<file path="src/rtl/i2s_tx_if.sv">
// -----------------------------------------------------------------------------
// i2s_tx_if
// Stereo sample stream from the SPI-fed sample buffer into the I2S transmitter.
//   s_valid : source has a left/right pair on s_left/s_right
//   s_ready : transmitter FIFO can accept a pair this cycle
//   s_left  : left-channel sample, two's complement
//   s_right : right-channel sample, two's complement
// master = sample source, slave = i2s_tx.
// -----------------------------------------------------------------------------
interface i2s_tx_if #(
  parameter int DATA_WIDTH = 24
) ();
  logic                  s_valid;
  logic                  s_ready;
  logic [DATA_WIDTH-1:0] s_left;
  logic [DATA_WIDTH-1:0] s_right;

  modport master (output s_valid, output s_left, output s_right, input s_ready);
  modport slave  (input s_valid, input s_left, input s_right, output s_ready);
endinterface

</file>
<file path="src/rtl/i2s_tx.sv">
// -----------------------------------------------------------------------------
// i2s_tx
// Philips-format I2S master transmitter. Stereo pairs arrive on a valid/ready
// stream into a small frame FIFO; the block generates SCK (i2s_clk) and WS and
// shifts each channel out MSB-first, WS leading the channel MSB by one SCK.
//
// Ports
//   clk        : system clock
//   rst_n      : synchronous active-low reset (flushes the FIFO)
//   enable     : run request, sampled only at frame boundaries
//   s_if       : sample stream (slave side of i2s_tx_if)
//   fifo_level : frames currently stored
//   underrun   : one-clk pulse when a frame is due and the FIFO is empty
//   busy       : transmitter running
//   i2s_clk    : SCK, receiver samples on the rising edge
//   i2s_ws     : word select, 0 = left, 1 = right
//   i2s_sd     : serial data
// -----------------------------------------------------------------------------
module i2s_tx #(
  parameter int CLK_DIV    = 16,
  parameter int DATA_WIDTH = 24,
  parameter int SLOT_WIDTH = 32,
  parameter int FIFO_DEPTH = 8
) (
  input  logic                             clk,
  input  logic                             rst_n,
  input  logic                             enable,
  i2s_tx_if.slave                          s_if,
  output logic [$clog2(FIFO_DEPTH+1)-1:0]  fifo_level,
  output logic                             underrun,
  output logic                             busy,
  output logic                             i2s_clk,
  output logic                             i2s_ws,
  output logic                             i2s_sd
);

  localparam int FRAME_W  = 2 * SLOT_WIDTH;
  localparam int SAMPLE_W = 2 * DATA_WIDTH;
  localparam int PAD_W    = SLOT_WIDTH - DATA_WIDTH;
  localparam int BC_W     = $clog2(FRAME_W);
  localparam int DIV_W    = $clog2(CLK_DIV);
  localparam int PTR_W    = $clog2(FIFO_DEPTH);
  localparam int LEVEL_W  = $clog2(FIFO_DEPTH + 1);

  localparam logic [BC_W-1:0]    BC_LAST    = BC_W'(FRAME_W - 1);
  localparam logic [BC_W-1:0]    BC_START   = BC_W'(FRAME_W - 2);
  localparam logic [BC_W-1:0]    WS_LO      = BC_W'(SLOT_WIDTH - 1);
  localparam logic [DIV_W-1:0]   DIV_LAST   = DIV_W'(CLK_DIV - 1);
  localparam logic [LEVEL_W-1:0] LEVEL_FULL = LEVEL_W'(FIFO_DEPTH);

  typedef enum logic {IDLE, RUN} state_t;

  state_t               state_reg, state_next;
  logic [DIV_W-1:0]     div_reg, div_next;
  logic [BC_W-1:0]      bc_reg, bc_next;
  logic [BC_W-1:0]      bc_inc;
  logic                 sck_reg, sck_next;
  logic                 ws_reg, ws_next;
  logic                 sd_reg, sd_next;
  logic                 underrun_reg, underrun_next;
  logic                 stop_reg, stop_next;
  logic [FRAME_W-1:0]   shreg_reg, shreg_next;

  // Frame FIFO storage and pointers
  logic [SAMPLE_W-1:0]  mem [FIFO_DEPTH];
  logic [PTR_W-1:0]     wr_ptr_reg, rd_ptr_reg;
  logic [LEVEL_W-1:0]   level_reg;
  logic [SAMPLE_W-1:0]  rd_data;
  logic [FRAME_W-1:0]   load_frame;
  logic                 full, empty, push, pop;

  assign full    = (level_reg == LEVEL_FULL);
  assign empty   = (level_reg == '0);
  assign push    = s_if.s_valid && !full;
  assign rd_data = mem[rd_ptr_reg];

  // Frame image as it leaves the shifter: {left, pad, right, pad}, MSB first.
  // Shifting one bit per SCK then lines each bit up with its bit counter value.
  generate
    for (genvar gi = 0; gi < DATA_WIDTH; gi++) begin : g_data
      assign load_frame[FRAME_W-1-gi]    = rd_data[SAMPLE_W-1-gi];
      assign load_frame[SLOT_WIDTH-1-gi] = rd_data[DATA_WIDTH-1-gi];
    end
    for (genvar gi = 0; gi < PAD_W; gi++) begin : g_pad
      assign load_frame[SLOT_WIDTH+gi] = 1'b0;
      assign load_frame[gi]            = 1'b0;
    end
  endgenerate

  assign bc_inc = (bc_reg == BC_LAST) ? '0 : bc_reg + BC_W'(1);

  always_comb begin
    state_next    = state_reg;
    div_next      = div_reg;
    bc_next       = bc_reg;
    sck_next      = sck_reg;
    ws_next       = ws_reg;
    sd_next       = sd_reg;
    shreg_next    = shreg_reg;
    stop_next     = stop_reg;
    underrun_next = 1'b0;
    pop           = 1'b0;

    case (state_reg)
      IDLE: begin
        div_next  = '0;
        bc_next   = BC_START;
        sck_next  = 1'b0;
        ws_next   = 1'b1;
        sd_next   = 1'b0;
        stop_next = 1'b0;
        if (enable) begin
          state_next = RUN;
        end
      end

      RUN: begin
        if (stop_reg) begin
          // Last frame has shifted out its final bit: park the pins.
          state_next = IDLE;
          stop_next  = 1'b0;
          div_next   = '0;
          bc_next    = BC_START;
          sck_next   = 1'b0;
          ws_next    = 1'b1;
          sd_next    = 1'b0;
        end else if (div_reg == DIV_LAST) begin
          div_next = '0;
          sck_next = !sck_reg;
          if (sck_reg) begin
            // Falling SCK edge: advance one bit.
            bc_next = bc_inc;
            ws_next = (bc_inc >= WS_LO) && (bc_inc <= BC_START);
            if (bc_inc == BC_LAST) begin
              // Frame boundary: the only point where enable and the FIFO are looked at.
              sd_next = 1'b0;
              if (!enable) begin
                stop_next = 1'b1;
              end else if (!empty) begin
                pop        = 1'b1;
                shreg_next = load_frame;
              end else begin
                shreg_next    = '0;
                underrun_next = 1'b1;
              end
            end else begin
              sd_next    = shreg_reg[FRAME_W-1];
              shreg_next = {shreg_reg[FRAME_W-2:0], 1'b0};
            end
          end
        end else begin
          div_next = div_reg + DIV_W'(1);
        end
      end

      default: state_next = IDLE;
    endcase
  end

  always_ff @(posedge clk) begin
    if (!rst_n) begin
      state_reg    <= IDLE;
      div_reg      <= '0;
      bc_reg       <= BC_START;
      sck_reg      <= 1'b0;
      ws_reg       <= 1'b1;
      sd_reg       <= 1'b0;
      shreg_reg    <= '0;
      underrun_reg <= 1'b0;
      stop_reg     <= 1'b0;
      wr_ptr_reg   <= '0;
      rd_ptr_reg   <= '0;
      level_reg    <= '0;
    end else begin
      state_reg    <= state_next;
      div_reg      <= div_next;
      bc_reg       <= bc_next;
      sck_reg      <= sck_next;
      ws_reg       <= ws_next;
      sd_reg       <= sd_next;
      shreg_reg    <= shreg_next;
      underrun_reg <= underrun_next;
      stop_reg     <= stop_next;
      if (push) begin
        wr_ptr_reg <= wr_ptr_reg + PTR_W'(1);
      end
      if (pop) begin
        rd_ptr_reg <= rd_ptr_reg + PTR_W'(1);
      end
      level_reg <= level_reg + LEVEL_W'(push) - LEVEL_W'(pop);
    end
  end

  // Storage is not reset; the pointers define what is valid.
  always_ff @(posedge clk) begin
    if (push) begin
      mem[wr_ptr_reg] <= {s_if.s_left, s_if.s_right};
    end
  end

  assign s_if.s_ready = !full;
  assign fifo_level   = level_reg;
  assign underrun     = underrun_reg;
  assign busy         = (state_reg == RUN);
  assign i2s_clk      = sck_reg;
  assign i2s_ws       = ws_reg;
  assign i2s_sd       = sd_reg;

endmodule

</file>
<file path="src/flat_wrapper.sv">
// flat-port wrapper written by rule: the top's interface ports become plain ports
module i2s_tx_flat 
#(
  parameter int CLK_DIV    = 16,
  parameter int DATA_WIDTH = 24,
  parameter int SLOT_WIDTH = 32,
  parameter int FIFO_DEPTH = 8
)
  (clk, rst_n, enable, fifo_level, underrun, busy, i2s_clk, i2s_ws, i2s_sd, s_if_s_valid, s_if_s_left, s_if_s_right, s_if_s_ready);
  i2s_tx_if #(.DATA_WIDTH(DATA_WIDTH)) s_if_i ();
  input  logic clk;
  input  logic rst_n;
  input  logic enable;
  output logic [$clog2(FIFO_DEPTH+1)-1:0] fifo_level;
  output logic underrun;
  output logic busy;
  output logic i2s_clk;
  output logic i2s_ws;
  output logic i2s_sd;
  input wire logic [$bits(s_if_i.s_valid)-1:0] s_if_s_valid;
  input wire logic [$bits(s_if_i.s_left)-1:0] s_if_s_left;
  input wire logic [$bits(s_if_i.s_right)-1:0] s_if_s_right;
  output wire logic [$bits(s_if_i.s_ready)-1:0] s_if_s_ready;
  assign s_if_i.s_valid = s_if_s_valid;
  assign s_if_i.s_left = s_if_s_left;
  assign s_if_i.s_right = s_if_s_right;
  assign s_if_s_ready = s_if_i.s_ready;
  i2s_tx #(.CLK_DIV(CLK_DIV), .DATA_WIDTH(DATA_WIDTH), .SLOT_WIDTH(SLOT_WIDTH), .FIFO_DEPTH(FIFO_DEPTH)) u_core (.clk(clk), .rst_n(rst_n), .enable(enable), .s_if(s_if_i), .fifo_level(fifo_level), .underrun(underrun), .busy(busy), .i2s_clk(i2s_clk), .i2s_ws(i2s_ws), .i2s_sd(i2s_sd));
endmodule
</file>
<file path="config.mk">
export PLATFORM = sky130hd
export DESIGN_NAME = i2s_tx_flat
export DESIGN_NICKNAME = d
export VERILOG_FILES = /design/src/rtl/i2s_tx_if.sv /design/src/rtl/i2s_tx.sv /design/src/flat_wrapper.sv
export SDC_FILE = /design/constraint.sdc
export NUM_CORES = 1
export LEC_CHECK = 0
export CAP_MARGIN = 10
export CORE_UTILIZATION = 35
export DETAILED_ROUTE_END_ITERATION = 7
export MAX_ROUTING_LAYER = met4
export PLACE_DENSITY = 0.64
export RECOVER_POWER = 25
export REMOVE_ABC_BUFFERS = 1
export SYNTH_ARGS = -nofsm -noshare
export SYNTH_HDL_FRONTEND = slang
export SYNTH_SLANG_ARGS = --single-unit
</file>
<file path="constraint.sdc">
create_clock -name clk -period 5.6 [get_ports clk]
set_input_delay 1.4 -clock clk [delete_from_list [all_inputs] [get_ports clk]]
set_output_delay 1.4 -clock clk [all_outputs]
set_load 0.01 [all_outputs]
</file>
==> insert_results.sql <==
INSERT INTO impl_metrics (metric_group, metric, value, unit) VALUES
('timing', 'skew', '0.0168', 'ns'),
('layout', 'synthToLayoutAreaGrowth', '15.1', '%'),
('clock_tree', 'cts_num_sinks', '469', ''),
('clock_tree', 'cts_hold_buf', '0', ''),
('route', 'firstDrtPassIters', '7', ''),
('synthesis', 'synth_seq_area_share', '0.714', ''),
('clock_tree', 'cts.htree.levels', '2', ''),
('clock_tree', 'worst_skew_pair.late_latency', '0.56', 'ns'),
('route', 'drt_wl_total', '38.5', 'mm'),
('worst_setup_path', 'worst_setup_slack_for_register_to_register_paths', '1.94', 'ns'),
('route', 'via_count', '9661', ''),
('worst_setup_path', 'r2r_start', 'u_core.div_reg[0]', ''),
('timing', 'final_min_period_over_clock_period', '0.654', ''),
('clock_tree', 'tritoncts.num_buffers', '45', ''),
('layout', 'area.sequential', '13200', 'um^2'),
('layout', 'finalNetCount', '1177', ''),
('global_routing', 'grt_start_max_net_pins', '70', ''),
('timing', 'max_freq', '273', 'MHz'),
('floorplanning', 'area_of_the_core_region', '51800', 'um^2'),
('synthesis', 'post_synth_inst_count', '1055', ''),
('timing', 'final_hold_viol_count', '0', ''),
('timing', 'finalSetupViolations', '0', ''),
('route', 'detail_route.vias_per_cell', '5.29', ''),
('synthesis', 'synth-edff-count', '384', ''),
('worst_setup_path', 'cp-end-kind', 'flop', ''),
('clock_tree', 'cts.repair_timing.setup_buffer_count', '0', ''),
('worst_setup_path', 'critical_path_peak_fanout', '69', ''),
('floorplanning', 'dieWidth', '232', 'um'),
('synthesis', 'synth.ff_latch_count', '469', ''),
('placed_design', 'routabilityCongestion', '0.718', ''),
('route', 'wl_per_cell', '21.1', 'um'),
('clock_tree', 'cts-resized-gates', '0', ''),
('synthesis', 'synth_top_flop_cell', 'edfxtp_1', ''),
('timing', 'max_slew_headroom', '0.191', ''),
('worst_setup_path', 'worstRegToRegCells', '7', ''),
('pwr', 'power_leakage', '6.56', 'nW'),
('pwr', 'power_density', '346', 'nW/um^2'),
('layout', 'layout-drive-gt1-share', '0.222', ''),
('timing', 'timing_max_transition_violations_final', '0', ''),
('floorplanning', 'initial_standard_cell_utilization_of_the_core', '0.358', ''),
('timing', 'period_needed', '3.66', 'ns'),
('pwr', 'totalPowerFinal', '7.38', 'mW'),
('global_routing', 'track_usage', '0.149', ''),
('placed_design', 'detailedPlace.worstSlack', '1.62', 'ns'),
('synthesis', 'synthDistinctLibCells', '55', ''),
('placed_design', 'hpwlAfterDp', '20.8', 'mm'),
('timing', 'fin_tns_setup', '0', 'ns'),
('route', 'detail-route-antenna-nets', '0', ''),
('timing', 'tightest_slew', '1.21', 'ns'),
('route', 'first_iter_violations', '843', ''),
('worst_setup_path', 'cp-startpoint', 'u_core.div_reg[0]', ''),
('global_routing', 'grt_antenna_before_repair', '4', ''),
('placed_design', 'placed_cells_incl_taps', '1746', ''),
('outcome', 'status', 'complete, no violations', ''),
('route', 'drt_drc_violations_left', '0', ''),
('worst_setup_path', 'timing.critical_path.required', '5.96', 'ns'),
('layout', 'multi_input_area', '5000', 'um^2'),
('clock_tree', 'cts-root-buf', 'clkbuf_16', ''),
('worst_setup_path', 'critical_path.endpoint', 'u_core.shreg_reg[26]', ''),
('layout', 'layout.core_utilization', '0.412', ''),
('clock_tree', 'tritoncts', 'yes', ''),
('placed_design', 'place.port_buffers', '61', ''),
('pwr', 'vdd_ir_drop_max', '0.215', 'mV'),
('timing', 'grt_setup_unrepaired', 'no', ''),
('floorplanning', 'design.portCount', '62', ''),
('layout', 'max_ffs_per_register', '384', ''),
('job', 'timing.max_cap.violations', '0', ''),
('worst_setup_path', 'critical_path.reg2reg.endpoint', 'u_core.shreg_reg[26]', ''),
('floorplanning', 'die_y', '232', 'um'),
('synthesis', 'mean_syn_cell_area', '17.6', 'um^2'),
('floorplanning', 'die_area', '53900', 'um^2');
==> kinds of logic after synthesis <==
family | share of synthesized area
fa+ha+maj | 0.00851
flops | 0.714
xor+xnor | 0.00284
mux | 0.145
compound gates | 0.0712
buf+inv | 0.0204
simple gates | 0.0381
==> worst min-delay path by stage <==
stage | start | end | cells after the start
after floorplan | u_core.div_reg[0] | u_core.div_reg[0] | 1
after CTS | u_core.div_reg[0] | u_core.div_reg[0] | 1
after detailed placement | u_core.div_reg[0] | u_core.div_reg[0] | 1
after global placement | u_core.div_reg[0] | u_core.div_reg[0] | 1
final | u_core.i2s_sd | u_core.i2s_sd | 2
after global routing | u_core.div_reg[0] | u_core.div_reg[0] | 1
==> cell type report <==
class	count	area share
diodes	1	0.000117
clock buffers	65	0.0590
clock inverters	15	0.00604
inverters	13	0.00229
multi-input cells	502	0.234
flip-flops and latches	469	0.621
well taps	680	0.0399
repair buffers	82	0.0375
==> power breakdown <==
part | internal, mW | switching [mW]
combinational | 0.213 | 0.361
sequential | 3.91 | 0.0327
clock | 1.62 | 1.25
total | 5.73 | 1.65
==> placed cells by master (no fill, tap or decap), types with 6 or more instances in the layout <==
master,netlist,layout
a211oi_1,45,45
a21boi_0,9,9
a21oi_1,61,61
and3_1,11,11
buf_4,8,18
clkbuf_1,40,12
clkbuf_16,0,45
clkdlybuf4s50_1,0,32
dfxtp_1,85,82
dlygate4sd3_1,0,28
edfxtp_1,384,384
ha_1,11,11
inv_1,12,12
mux2_2,49,49
mux4_2,94,94
nand2_1,67,66
nand2b_1,6,6
nand3_1,6,6
nor2_1,23,17
nor2_4,0,7
o21a_1,10,10
o31ai_1,46,46
==> per-stage QoR <==
stage | cell area, um^2 | hold slack (ns)
6_report | 21300 | 0.471
5_1_grt | 21300 | 0.489
4_1_cts | 21300 | 0.473
3_5_place_dp | 19900 | 0.456
3_3_place_gp | 19900 | 0.440
2_1_floorplan | 18200 | 0.430
==> critical path: stages (launching register included) <==
cell      delay, ns
dfxtp_1        0.38
ha_1           0.25
nand4_1        0.45
nor3_4         0.30
buf_4          0.63
nand2_1        0.27
nor2_4         0.96
a211oi_1       0.19
==> layer usage <==
| metal | up-vias | share of wire | track usage | routed length [um] |
|---|---|---|---|---|
| met2 | 225 | 0.49 | 0.240 | 18800 |
| li1 | 4358 | - | - | - |
| met3 | 63 | 0.043 | 0.0222 | 1670 |
| met1 | 5015 | 0.45 | 0.198 | 17300 |
| met5 | - | 0 | - | 0 |
| met4 | 0 | 0.018 | 0.0347 | 705 |
==> synth_stat cells, drive strengths merged (3+ instances only) <==
cell type	instances	area share
nor2	24	0.0050
nand2b	6	0.0020
and3	11	0.0037
nor2b	3	0.0010
buf	31	0.0097
dfxtp	85	0.092
mux4	94	0.11
a21boi	9	0.0036
and2	4	0.0013
o211ai	3	0.0012
clkbuf	40	0.0081
nand3	7	0.0022
o21a	10	0.0041
o21ai	5	0.0013
mux2	49	0.030
xor2	4	0.0019
o31ai	46	0.019
nor4	3	0.0018
nand4	3	0.0010
inv	13	0.0026
edfxtp	384	0.62
a211oi	45	0.018
nand2	67	0.014
ha	11	0.0074
a21oi	62	0.017
nor3	7	0.0022
Note: power is estimated with default switching activity, not from simulation.
